`config.mk`:
```
export PLATFORM = sky130hd
export DESIGN_NAME = spi_pwm_multi_flat
export DESIGN_NICKNAME = d
export VERILOG_FILES = /design/src/rtl/spi_pwm_multi_if.sv /design/src/rtl/spi_pwm_multi.sv /design/src/flat_wrapper.sv
export SDC_FILE = /design/constraint.sdc
export NUM_CORES = 1
export LEC_CHECK = 0
export CORE_ASPECT_RATIO = 0.75
export CORE_MARGIN = 2
export CORE_UTILIZATION = 31
export CTS_BUF_LIST = sky130_fd_sc_hd__clkbuf_4 sky130_fd_sc_hd__clkbuf_8
export DETAILED_ROUTE_END_ITERATION = 6
export PLACE_DENSITY = 0.49
export SETUP_SLACK_MARGIN = 0.05
export SYNTH_ARGS = -nofsm -noshare
export SYNTH_HDL_FRONTEND = slang
export SYNTH_SLANG_ARGS = --single-unit
```
`constraint.sdc`:
```
create_clock -name clk -period 10.8 [get_ports clk]
set_input_delay 1.08 -clock clk [delete_from_list [all_inputs] [get_ports clk]]
set_output_delay 1.08 -clock clk [all_outputs]
set_load 0.05 [all_outputs]
```
`src/rtl/spi_pwm_multi_if.sv`:
```
// Pin bundle for the SPI-configured PWM controller: SPI slave pins in, channel outputs and
// frame status pulses out.
interface spi_pwm_multi_if #(
  parameter int NUM_CH = 16
);
  logic              sclk_in;
  logic              copi_in;
  logic              ncs_in;
  logic [NUM_CH-1:0] out;
  logic              frame_done;
  logic              frame_err;

  modport master (
    output sclk_in, copi_in, ncs_in,
    input  out, frame_done, frame_err
  );

  modport slave (
    input  sclk_in, copi_in, ncs_in,
    output out, frame_done, frame_err
  );
endinterface

```
`src/rtl/spi_pwm_multi.sv`:
```
// Write-only SPI slave feeding a register file that drives NUM_CH off/high/PWM outputs,
// with a clock prescaler and period-aligned duty updates.
module spi_pwm_multi #(
  parameter int NUM_CH      = 16,
  parameter int DUTY_W      = 8,
  parameter int SYNC_STAGES = 2
) (
  input  logic           clk,
  input  logic           rst,
  spi_pwm_multi_if.slave bus
);

  localparam int                NB         = NUM_CH / 8;
  localparam logic [6:0]        PRESC_ADDR = 7'(2 * NB + NUM_CH);
  localparam logic [DUTY_W-1:0] CNT_LAST   = DUTY_W'((1 << DUTY_W) - 2);

  function automatic logic [4:0] sat_inc(input logic [4:0] v);
    return (v >= 5'd17) ? 5'd17 : v + 5'd1;
  endfunction

  logic [SYNC_STAGES-1:0] sclk_sync;
  logic [SYNC_STAGES-1:0] copi_sync;
  logic [SYNC_STAGES-1:0] ncs_sync;
  logic                   sclk_q;
  logic                   ncs_q;
  logic                   sclk_s;
  logic                   copi_s;
  logic                   ncs_s;
  logic                   sclk_rise;
  logic                   ncs_fall;
  logic                   ncs_rise;

  logic                   in_frame_p0;
  logic [4:0]             bit_cnt_p0;
  logic [15:0]            shreg_p0;

  logic                   wr_vld_p1;
  logic                   err_p1;
  logic [6:0]             wr_addr_p1;
  logic [7:0]             wr_data_p1;

  logic [NUM_CH-1:0]      out_en;
  logic [NUM_CH-1:0]      pwm_en;
  logic [7:0]             presc;
  logic [DUTY_W-1:0]      duty_pend [NUM_CH];
  logic [DUTY_W-1:0]      duty_act  [NUM_CH];
  logic [7:0]             pc;
  logic [DUTY_W-1:0]      cnt;
  logic                   tick;
  logic                   wrap;
  logic [NUM_CH-1:0]      pwm;
  logic [NUM_CH-1:0]      out_q;

  assign sclk_s    = sclk_sync[SYNC_STAGES-1];
  assign copi_s    = copi_sync[SYNC_STAGES-1];
  assign ncs_s     = ncs_sync[SYNC_STAGES-1];
  assign sclk_rise = sclk_s & ~sclk_q;
  assign ncs_fall  = ~ncs_s & ncs_q;
  assign ncs_rise  = ncs_s & ~ncs_q;

  // Stage p0: synchronise pins, detect edges, shift the frame in.
  // ncs flops reset low so an idle-high ncs after reset only looks like a rising edge,
  // which is ignored because no frame was started.
  always_ff @(posedge clk) begin
    if (rst) begin
      sclk_sync   <= '0;
      copi_sync   <= '0;
      ncs_sync    <= '0;
      sclk_q      <= 1'b0;
      ncs_q       <= 1'b0;
      in_frame_p0 <= 1'b0;
      bit_cnt_p0  <= '0;
      shreg_p0    <= '0;
    end else begin
      sclk_sync <= {sclk_sync[SYNC_STAGES-2:0], bus.sclk_in};
      copi_sync <= {copi_sync[SYNC_STAGES-2:0], bus.copi_in};
      ncs_sync  <= {ncs_sync[SYNC_STAGES-2:0], bus.ncs_in};
      sclk_q    <= sclk_s;
      ncs_q     <= ncs_s;
      if (ncs_fall) begin
        in_frame_p0 <= 1'b1;
        if (sclk_rise) begin
          bit_cnt_p0 <= 5'd1;
          shreg_p0   <= {15'b0, copi_s};
        end else begin
          bit_cnt_p0 <= '0;
          shreg_p0   <= '0;
        end
      end else if (ncs_rise) begin
        in_frame_p0 <= 1'b0;
      end else if (sclk_rise && !ncs_s && in_frame_p0) begin
        bit_cnt_p0 <= sat_inc(bit_cnt_p0);
        shreg_p0   <= {shreg_p0[14:0], copi_s};
      end
    end
  end

  // Stage p1: frame check on ncs release; these flops are also the status pulses.
  always_ff @(posedge clk) begin
    if (rst) begin
      wr_vld_p1  <= 1'b0;
      err_p1     <= 1'b0;
      wr_addr_p1 <= '0;
      wr_data_p1 <= '0;
    end else begin
      wr_vld_p1 <= 1'b0;
      err_p1    <= 1'b0;
      if (ncs_rise && in_frame_p0) begin
        wr_addr_p1 <= shreg_p0[14:8];
        wr_data_p1 <= shreg_p0[7:0];
        if (bit_cnt_p0 != 5'd16) begin
          err_p1 <= 1'b1;
        end else if (shreg_p0[15]) begin
          if (shreg_p0[14:8] <= PRESC_ADDR) wr_vld_p1 <= 1'b1;
          else                              err_p1    <= 1'b1;
        end
      end
    end
  end

  // Stage p2: register file commit.
  always_ff @(posedge clk) begin
    if (rst) begin
      out_en <= '0;
      pwm_en <= '0;
      presc  <= '0;
      for (int ch = 0; ch < NUM_CH; ch++) duty_pend[ch] <= '0;
    end else if (wr_vld_p1) begin
      for (int k = 0; k < NB; k++) begin
        if (wr_addr_p1 == 7'(k))      out_en[8*k +: 8] <= wr_data_p1;
        if (wr_addr_p1 == 7'(NB + k)) pwm_en[8*k +: 8] <= wr_data_p1;
      end
      for (int ch = 0; ch < NUM_CH; ch++) begin
        if (wr_addr_p1 == 7'(2 * NB + ch)) duty_pend[ch] <= wr_data_p1[DUTY_W-1:0];
      end
      if (wr_addr_p1 == PRESC_ADDR) presc <= wr_data_p1;
    end
  end

  assign tick = (pc >= presc);
  assign wrap = tick && (cnt == CNT_LAST);

  // Timebase: pending duties are latched on the wrap tick, so a commit in that same cycle
  // naturally lands one period later.
  always_ff @(posedge clk) begin
    if (rst) begin
      pc  <= '0;
      cnt <= '0;
      for (int ch = 0; ch < NUM_CH; ch++) duty_act[ch] <= '0;
    end else begin
      pc <= tick ? 8'd0 : pc + 8'd1;
      if (tick) cnt <= wrap ? '0 : cnt + DUTY_W'(1);
      if (wrap) begin
        for (int ch = 0; ch < NUM_CH; ch++) duty_act[ch] <= duty_pend[ch];
      end
    end
  end

  always_comb begin
    pwm = '0;
    for (int ch = 0; ch < NUM_CH; ch++) pwm[ch] = (cnt < duty_act[ch]);
  end

  // Output stage: registered channel levels.
  always_ff @(posedge clk) begin
    if (rst) out_q <= '0;
    else     out_q <= out_en & (~pwm_en | pwm);
  end

  assign bus.out        = out_q;
  assign bus.frame_done = wr_vld_p1;
  assign bus.frame_err  = err_p1;

endmodule

```
`src/flat_wrapper.sv`:
```
// flat-port wrapper written by rule: the top's interface ports become plain ports
module spi_pwm_multi_flat 
#(
  parameter int NUM_CH      = 16,
  parameter int DUTY_W      = 8,
  parameter int SYNC_STAGES = 2
)
  (clk, rst, bus_sclk_in, bus_copi_in, bus_ncs_in, bus_out, bus_frame_done, bus_frame_err);
  spi_pwm_multi_if #(.NUM_CH(NUM_CH)) bus_i ();
  input  logic clk;
  input  logic rst;
  input wire logic [$bits(bus_i.sclk_in)-1:0] bus_sclk_in;
  input wire logic [$bits(bus_i.copi_in)-1:0] bus_copi_in;
  input wire logic [$bits(bus_i.ncs_in)-1:0] bus_ncs_in;
  output wire logic [$bits(bus_i.out)-1:0] bus_out;
  output wire logic [$bits(bus_i.frame_done)-1:0] bus_frame_done;
  output wire logic [$bits(bus_i.frame_err)-1:0] bus_frame_err;
  assign bus_i.sclk_in = bus_sclk_in;
  assign bus_i.copi_in = bus_copi_in;
  assign bus_i.ncs_in = bus_ncs_in;
  assign bus_out = bus_i.out;
  assign bus_frame_done = bus_i.frame_done;
  assign bus_frame_err = bus_i.frame_err;
  spi_pwm_multi #(.NUM_CH(NUM_CH), .DUTY_W(DUTY_W), .SYNC_STAGES(SYNC_STAGES)) u_core (.clk(clk), .rst(rst), .bus(bus_i));
endmodule
```
Word-level counts from Yosys, hierarchy flattened
Memory sizes are Yosys's and may differ from the RTL's.
Cells that the tools add are included.
{ "op_classes": {"add_sub_neg": 3, "n_div": 0, "magnitude_cmp": 19, "n_reduce_logical": 17, "mul": 0, "n_bitwise": 43, "shift": 0, "n_eq_ne": 23, "n_mux": 117} }
{ "op_table": {"columns": ["op", "n"], "rows": [
  ["$mux 8", 33],
  ["$lt 8x8->1", 16],
  ["$mux 1", 77],
  ["$eq 7x4->1 const B", 8],
  ["$mux 16", 3],
  ["$eq 7x5->1 const B", 5],
  ["$or 1x1->1", 32],
  ["$eq 7x3->1 const B", 4],
  ["$mux 5", 4],
  ["$add 8x1->8 const B", 2],
  ["$and 16x16->16", 1],
  ["$not 16->16", 1],
  ["$or 16x16->16", 1],
  ["$eq 7x2->1 const B", 2],
  ["$reduce_and 2->1", 6],
  ["$eq 8x8->1 const B", 1],
  ["$ge 8x8->1", 1],
  ["$eq 7x1->1 const B", 1],
  ["$le 7x5->1 const B", 1],
  ["$logic_not 7->1", 1],
  ["$add 5x1->5 const B", 1],
  ["$ge 5x5->1 const B", 1],
  ["$ne 5x5->1 const B", 1],
  ["$not 1->1", 5],
  ["other kinds (7)", 14]
]} }
{ "totals": {"word_cells": 244, "ram_bits": 256, "output_inout_bits": 18, "ff_bits": 119, "input_bits": 5, "latch_bits": 0, "memories": 2, "mem_bits_ro": 0} }
{ "memory_table": {"columns": ["memory", "depth", "width", "read_ports", "rd_clocked_by_memory_dff", "write_ports", "line_no", "rtl"], "rows": [
  ["u_core.duty_act", 16, 8, 16, 0, 16, "spi_pwm_multi.sv:46", "logic [DUTY_W-1:0] duty_act [NUM_CH];"],
  ["u_core.duty_pend", 16, 8, 16, 0, 16, "spi_pwm_multi.sv:45", "logic [DUTY_W-1:0] duty_pend [NUM_CH];"]
]} }

Depth between registers and ports, before layout
Gate-level depths: netlist (run 1).
{ "depth": {"ltp_word": 7, "ltp_mapped": 8, "mapped_depth_nobuf": 7} }

Worst setup path after synthesis (run 1)
OpenSTA, ideal clock, no wires.
{ "synth_timing": {"path_type": "reg2reg", "from": "reg u_core.cnt[2]", "to": "mem u_core.duty_act[0][0] (enable)", "period_less_slack_ps": 7850, "slack_ps": 2950, "stages_incl_launch_ff": 4, "setup_time_ps": 642, "required_ps": 10158, "arrival_ps": 7208, "path_buffers": 0, "cell_sequence": "dfxtp_1 > and3_1 > nand4_1 > o21bai_1"} }
{ "synth_lines": {"columns": ["element", "line_no", "rtl"], "rows": [
  ["start, declared", "spi_pwm_multi.sv:48", "logic [DUTY_W-1:0] cnt;"],
  ["start signal, assigned", "spi_pwm_multi.sv:152", "if (tick) cnt <= wrap ? '0 : cnt + DUTY_W'(1);"],
  ["end, declared", "spi_pwm_multi.sv:46", null]
]} }

==> results of run 1 <==
==> cell usage in the layout (no fill, tap or decap), types with 13 or more instances in the layout <==
cell type        netlist  routed
a21o_1                20      20
o21ai_0               41      41
clkbuf_4               0      24
o31ai_1               14      14
nand3_1               13      13
dfxtp_1              119     119
a21oi_1               79      79
edfxtp_1             256     256
nand2_1               95      95
nand3b_1              17      17
nor2b_1               60      60
a211oi_1              30      30
inv_1                135     135
clkdlybuf4s50_1        0      21
buf_4                  1      15
nand2b_1              59      59
nor2_1               158     158
nand4_1               15      15
clkbuf_8               0      69
ha_1                 128     128
and2_1                84      84
==> synthesized netlist by cell type (all sizes together), types with 6 or more instances <==
cell    count
a21o       20
nor3        6
inv       135
o21ai      41
nor2      158
and2       84
ha        128
buf        15
clkbuf     43
edfxtp    256
nor3b       9
nand3      13
a21oi      79
mux2i       9
nand3b     17
a211oi     30
nand2      95
nand2b     59
nand4      15
nor2b      60
dfxtp     119
o31ai      14
==> layout make-up <==
| type | instances | area [um^2] | share of cell area (%) |
|---|---|---|---|
| clock inverters | 17 | 214.0 | 1.132 |
| clock buffers | 93 | 1130 | 5.979 |
| inverters | 135 | 506.7 | 2.682 |
| multi-input cells | 878 | 5759 | 30.48 |
| flip-flops and latches | 375 | 10070 | 53.29 |
| well taps | 712 | 890.9 | 4.715 |
| diodes | 1 | 2.502 | 0.01324 |
| repair buffers | 36 | 322.8 | 1.708 |
==> sequential cells by signal (all words and copies together), names as in the netlist, 16 cells and up <==
register / cells
u_core.duty_act: 128
u_core.shreg_p0: 16
u_core.bus.out: 16
u_core.duty_pend: 128
u_core.out_en: 16
u_core.pwm_en: 16
==> logic make-up after synthesis <==
logic type	synth area share, %
XOR/XNOR	0.3163
flip-flops	60.61
AND/OR/NAND/NOR	16.51
adder cells (fa/ha/maj)	9.640
buffers and inverters	4.790
multiplexers	0.5423
AO/OA/AOI/OAI	7.592
==> where the power goes <==
part	switching, uW	total, uW	internal [uW]
Combinational	79.5	123	43.3
Sequential	10.8	1580	1570
Clock	575	1360	784
Total	666	3060	2400
==> how the worst min path moves through the flow <==
stage / startpoint / to / slack (ps)
finish: u_core.ncs_sync[0]$_SDFF_PP0_ / u_core.ncs_sync[1]$_SDFF_PP0_ / 440
detailed placement: u_core.pwm_en[1]$_SDFFE_PP0P_ / u_core.bus.out[1]$_SDFF_PP0_ / 430
floorplan: u_core.pwm_en[10]$_SDFFE_PP0P_ / u_core.bus.out[10]$_SDFF_PP0_ / 400
global placement: u_core.ncs_sync[0]$_SDFF_PP0_ / u_core.ncs_sync[1]$_SDFF_PP0_ / 420
CTS: u_core.pwm_en[1]$_SDFFE_PP0P_ / u_core.bus.out[1]$_SDFF_PP0_ / 440
global route: u_core.copi_sync[0]$_SDFF_PP0_ / u_core.copi_sync[1]$_SDFF_PP0_ / 460
==> critical path: cells and delay by family, from the launching register on <==
kind | cells | cell delay [ps]
buffers and inverters | 2 | 1290
AOI/OAI and AO/OA | 1 | 610
DFF | 1 | 310
and+or+nand+nor | 2 | 710
==> per-layer routing <==
layer | part of all wire (%) | global-route usage, % | wire (um) | vias up
met5 | 0 | 0 | 0 | -
met4 | 2.2 | 4.631 | 868 | 0
met3 | 4.8 | 2.937 | 1918 | 71
met2 | 40 | 20.65 | 16220 | 205
met1 | 53 | 22.21 | 21060 | 4904
li1 | - | - | - | 5068
==> stage by stage <==
step | hold slack (ps) | utilization [%]
2_1_floorplan | 404.9 | -
3_3_place_gp | 420.2 | 33.13
3_5_place_dp | 429.2 | 33.13
4_1_cts | 439.6 | 35.66
5_1_grt | 458.3 | 35.66
6_report | 437.9 | 35.67
==> run_results.csv, run 1 <==
group,metric,value,unit
finish,fillers,5274,
yosys,synth_area,0.01661,mm^2
timing,max_freq,0.2929,GHz
timing,relSlewSlack,22.70,%
setup_path,cpMaxStageDelayCell,"buf_4",
clock_network,cts_resized,0,
finish,drive_gt1_share,8.540,%
finish,nets,1618,
job,cap_violations,0,
place,hpwl,25720,um
power,power,3062,uW
clock_network,numCtsBuffers,59,
yosys,yosysTopAreaCell,"edfxtp_1",
timing,fin_crit,3415,ps
floorplanning,std_cell_rows,73,
routing,totalWireLength,40060,um
floorplanning,die-area,0.05548,mm^2
setup_path,required,11050,ps
timing,rsz0062_at_grt,"false",
setup_path,crit_end,"u_core.duty_act[0][47]$_SDFFCE_PN0P_",
setup_path,r2r_start,"u_core.cnt[3]$_SDFFE_PP0P_",
setup_path,r2r_cells,5,
global_route,antenna_found_initial,1,
setup_path,reg2reg_slack,7390,ps
run_status,status,"completed",
routing,firstDrtPassIters,5,
setup_path,arrival,3660,ps
clock_network,holdBufCountCts,0,
yosys,synth-edff-count,256,
clock_network,clock_sinks,375,
yosys,syn_inst,1446,
global_route,track_usage,14.63,%
floorplanning,io_pins,23,
finish,stdcell_count,2247,
routing,ant_nets,0,
min_path,min_path_cells,1,
setup_path,critPathKind,"register to register",
yosys,netlist_top_cells_area,"edfxtp_1 (46%), dfxtp_1 (14%), ha_1 (9.6%), nor2_1 (3.6%), and2_1 (3.2%)",
place,io_buffers,22,
place,pre_cts_ws,7107,ps
power,p_per_area,162.1,mW/mm^2
yosys,ys_ff_latch,375,
yosys,syn-num-nets,1579,
floorplanning,die_x,271.3,um
floorplanning,die_h,204.5,um
yosys,async_flop_share,0,%
clock_network,h-tree-depth,2,
setup_path,cpPeakStageDelay,910,ps
routing,vias,10248,
yosys,yosys_warnings,0,
setup_path,path_cells,"buf_4, and3_1, nand4_1, o21bai_4, buf_4",
timing,fin_tns_setup,0,ps
power,p_leak,0.007444,uW
global_route,grt-ovfl-total,0,
timing,setup_slack,7385,ps
global_route,grt_max_degree,88,
place,place_inst,2136,
timing,tightest_slew,1160,ps
routing,drc,0,
yosys,netlist.area_leader.share,46.27,%
setup_path,critical_path_peak_fanout,79,
clock_network,cts-root-buf,"clkbuf_8",
timing,finalClockSkew,48.00,ps
floorplanning,initial_core_util,31.36,%
global_route,grt_pass1_wl,61290,um
floorplanning,core_area,0.05298,mm^2
place,place_congestion,0.7479,
clock_network,clock_latency,640,ps
power,ir_drop,0.00006068,V
routing,initialDrtViolationCount,769,
global_route,grt_pass1_vias,10092,
timing,min_period_over_period,31.62,%
routing,via_per_inst,4.561,
timing,setup_viol,0,
clock_network,postCtsSetupRepairBufs,0,
clock_network,clockBufferDepth,3,
setup_path,cp-start-kind,"register",
setup_path,crit_path_start,"u_core.cnt[3]$_SDFFE_PP0P_",
routing,drt-wirelength-per-cell,17.83,um
clock_network,tritoncts,"done",
timing,hold_viol,0,
clock_network,cts.clk_slew.worst_paths,60,ps
finish,area_delta_synth_final,13.74,%
yosys,ys_seq_area_share,60.61,%
finish,post-route-cell-area,0.01890,mm^2
yosys,avgSynthCellArea,11.49,um^2
timing,maxSlewViolCount,0,
setup_path,r2r-end,"u_core.duty_act[0][47]$_SDFFCE_PN0P_",
place,dpl_cell_area,0.01755,mm^2
setup_path,worstSetupEndpointType,"register",
setup_path,cpMostUsedCell,"buf_4",
yosys,synth_top_flop_cell,"edfxtp_1",
yosys,synth_cell_types,46,
min_path,hold_class,"register to register",
Note: power is estimated with default switching activity, not from simulation.
==> run 2: changes to the inputs <==
==> constraint.sdc (replaced) <==
create_clock -name clk -period 3.6 [get_ports clk]
set_input_delay 0.36 -clock clk [delete_from_list [all_inputs] [get_ports clk]]
set_output_delay 0.36 -clock clk [all_outputs]
set_load 0.05 [all_outputs]
==> run_results.csv, run 2 (synthesis results as in run 1) <==
group,metric,value,unit
clock_network,cts-root-buf,"clkbuf_8",
global_route,grt_pass1_wl,60210,um
clock_network,h-tree-depth,2,
run_status,status,"completed",
timing,min_period_over_period,77.59,%
routing,drc,0,
routing,firstDrtPassIters,5,
clock_network,tritoncts,"done",
finish,layout_common_cells,"edfxtp_1 (256), nor2_1 (158), inv_1 (135)",
floorplanning,die_h,204.5,um
clock_network,clock_sinks,375,
setup_path,critPathKind,"register to register",
floorplanning,io_pins,23,
global_route,grt_max_degree,89,
global_route,grt_pass1_vias,10016,
job,cap_violations,0,
clock_network,holdBufCountCts,0,
clock_network,cts_resized,0,
timing,maxSlewViolCount,0,
routing,ant_nets,0,
timing,fin_crit,2793,ps
clock_network,clock_latency,620,ps
finish,area_delta_synth_final,14.08,%
global_route,antenna_found_initial,2,
floorplanning,die-area,0.05548,mm^2
clock_network,numCtsBuffers,60,
timing,hold_viol,0,
floorplanning,core_area,0.05298,mm^2
setup_path,worstSetupEndpointType,"register",
finish,diodes,0,
setup_path,required,3960,ps
place,place_congestion,0.7438,
routing,initialDrtViolationCount,667,
timing,rsz0062_at_grt,"false",
place,io_buffers,22,
place,pre_cts_ws,836.9,ps
routing,totalWireLength,39030,um
finish,stdcell_count,2265,
finish,final_common_cell,"edfxtp_1",
min_path,hold_class,"input port to register",
timing,setup_slack,806.6,ps
setup_path,critical_path_peak_fanout,80,
setup_path,arrival,3150,ps
floorplanning,std_cell_rows,73,
power,ir_drop,0.0002379,V
global_route,grt-ovfl-total,0,
floorplanning,die_x,271.3,um
place,hpwl,25080,um
power,p_leak,0.007491,uW
finish,top_regs,"u_core.duty_act (128), u_core.duty_pend (128)",
timing,max_freq,0.3580,GHz
finish,nets,1634,
clock_network,cts.clk_slew.worst_paths,60,ps
routing,drt-wirelength-per-cell,17.23,um
timing,finalClockSkew,22.06,ps
clock_network,postCtsSetupRepairBufs,0,
finish,fillers,5276,
power,p_per_area,468.1,mW/mm^2
place,place_inst,2151,
finish,drive_gt1_share,10.37,%
timing,relSlewSlack,44.77,%
setup_path,cp-start-kind,"register",
timing,fin_tns_setup,0,ps
floorplanning,initial_core_util,31.36,%
timing,setup_viol,0,
timing,tightest_slew,828.5,ps
clock_network,clockBufferDepth,3,
global_route,track_usage,14.32,%
routing,vias,10159,
routing,via_per_inst,4.485,
run 2: cell count changes in the layout (fill, tap and decap cells not counted), moves of 2 or more:
| cell | delta |
|---|---|
| buf_12 | +2 |
| buf_4 | +13 |
| bufinv_16 | -5 |
| clkbuf_4 | +9 |
| clkinv_1 | -2 |
| clkinv_2 | +3 |
| dfxtp_1 | -8 |
| dfxtp_2 | +8 |
run 2: worst max-delay path: stages, from the launching register on:
cell,delay [ps]
dfxtp_2,360
inv_1,50
ha_1,280
nand2b_1,140
a2111o_1,440
a311oi_4,290
buf_4,250
nor3_4,60
buf_4,320
and2_1,290
run 2: path summary, 6_finish.rpt:
kind	start	endpoint	slack, ps	cells after the start
min	rst	u_core.pwm_en[13]$_SDFFE_PP0P_	230	2
min reg2reg	u_core.ncs_sync[0]$_SDFF_PP0_	u_core.ncs_sync[1]$_SDFF_PP0_	440	1
max reg2reg	u_core.pc[0]$_SDFF_PP0_	u_core.duty_act[1][13]$_SDFFCE_PN0P_	810	9
max	u_core.pc[0]$_SDFF_PP0_	u_core.duty_act[1][13]$_SDFFCE_PN0P_	810	9
run 2: stage by stage:
step           hold slack, ps  utilization [%]  total power (uW)  area [um^2]
3_3_place_gp            435.2            33.41              5196        17700
6_report                225.4            35.77              8871        18950
5_1_grt                 250.9            35.77              9248        18950
2_1_floorplan           404.9                -              5077        16640
4_1_cts                 174.4            35.77              9005        18950
3_5_place_dp            433.3            33.41              5202        17700
run 2: final cells by class:
class	instances	area, um^2	area share, %
clock buffers	101	1184	6.245
clock inverters	13	67.56	0.3565
inverters	135	506.7	2.674
multi-input cells	878	5763	30.41
flip-flops and latches	375	10080	53.19
well taps	712	890.9	4.701
repair buffers	51	460.4	2.430
run 2: layer usage:
layer	global-route usage (%)	vias to the layer above	wire [um]
li1	-	5100	-
met1	21.22	4830	20240
met2	21.45	175	16410
met3	2.655	54	1720
met4	3.552	0	659
met5	0	-	0
run 2: report_power, final:
group          leakage [uW]  internal (uW)  total, uW  switching, uW
logic               0.00321            138        352            214
registers           0.00360           4710       4750           45.1
clock network      0.000679           2070       3770           1700
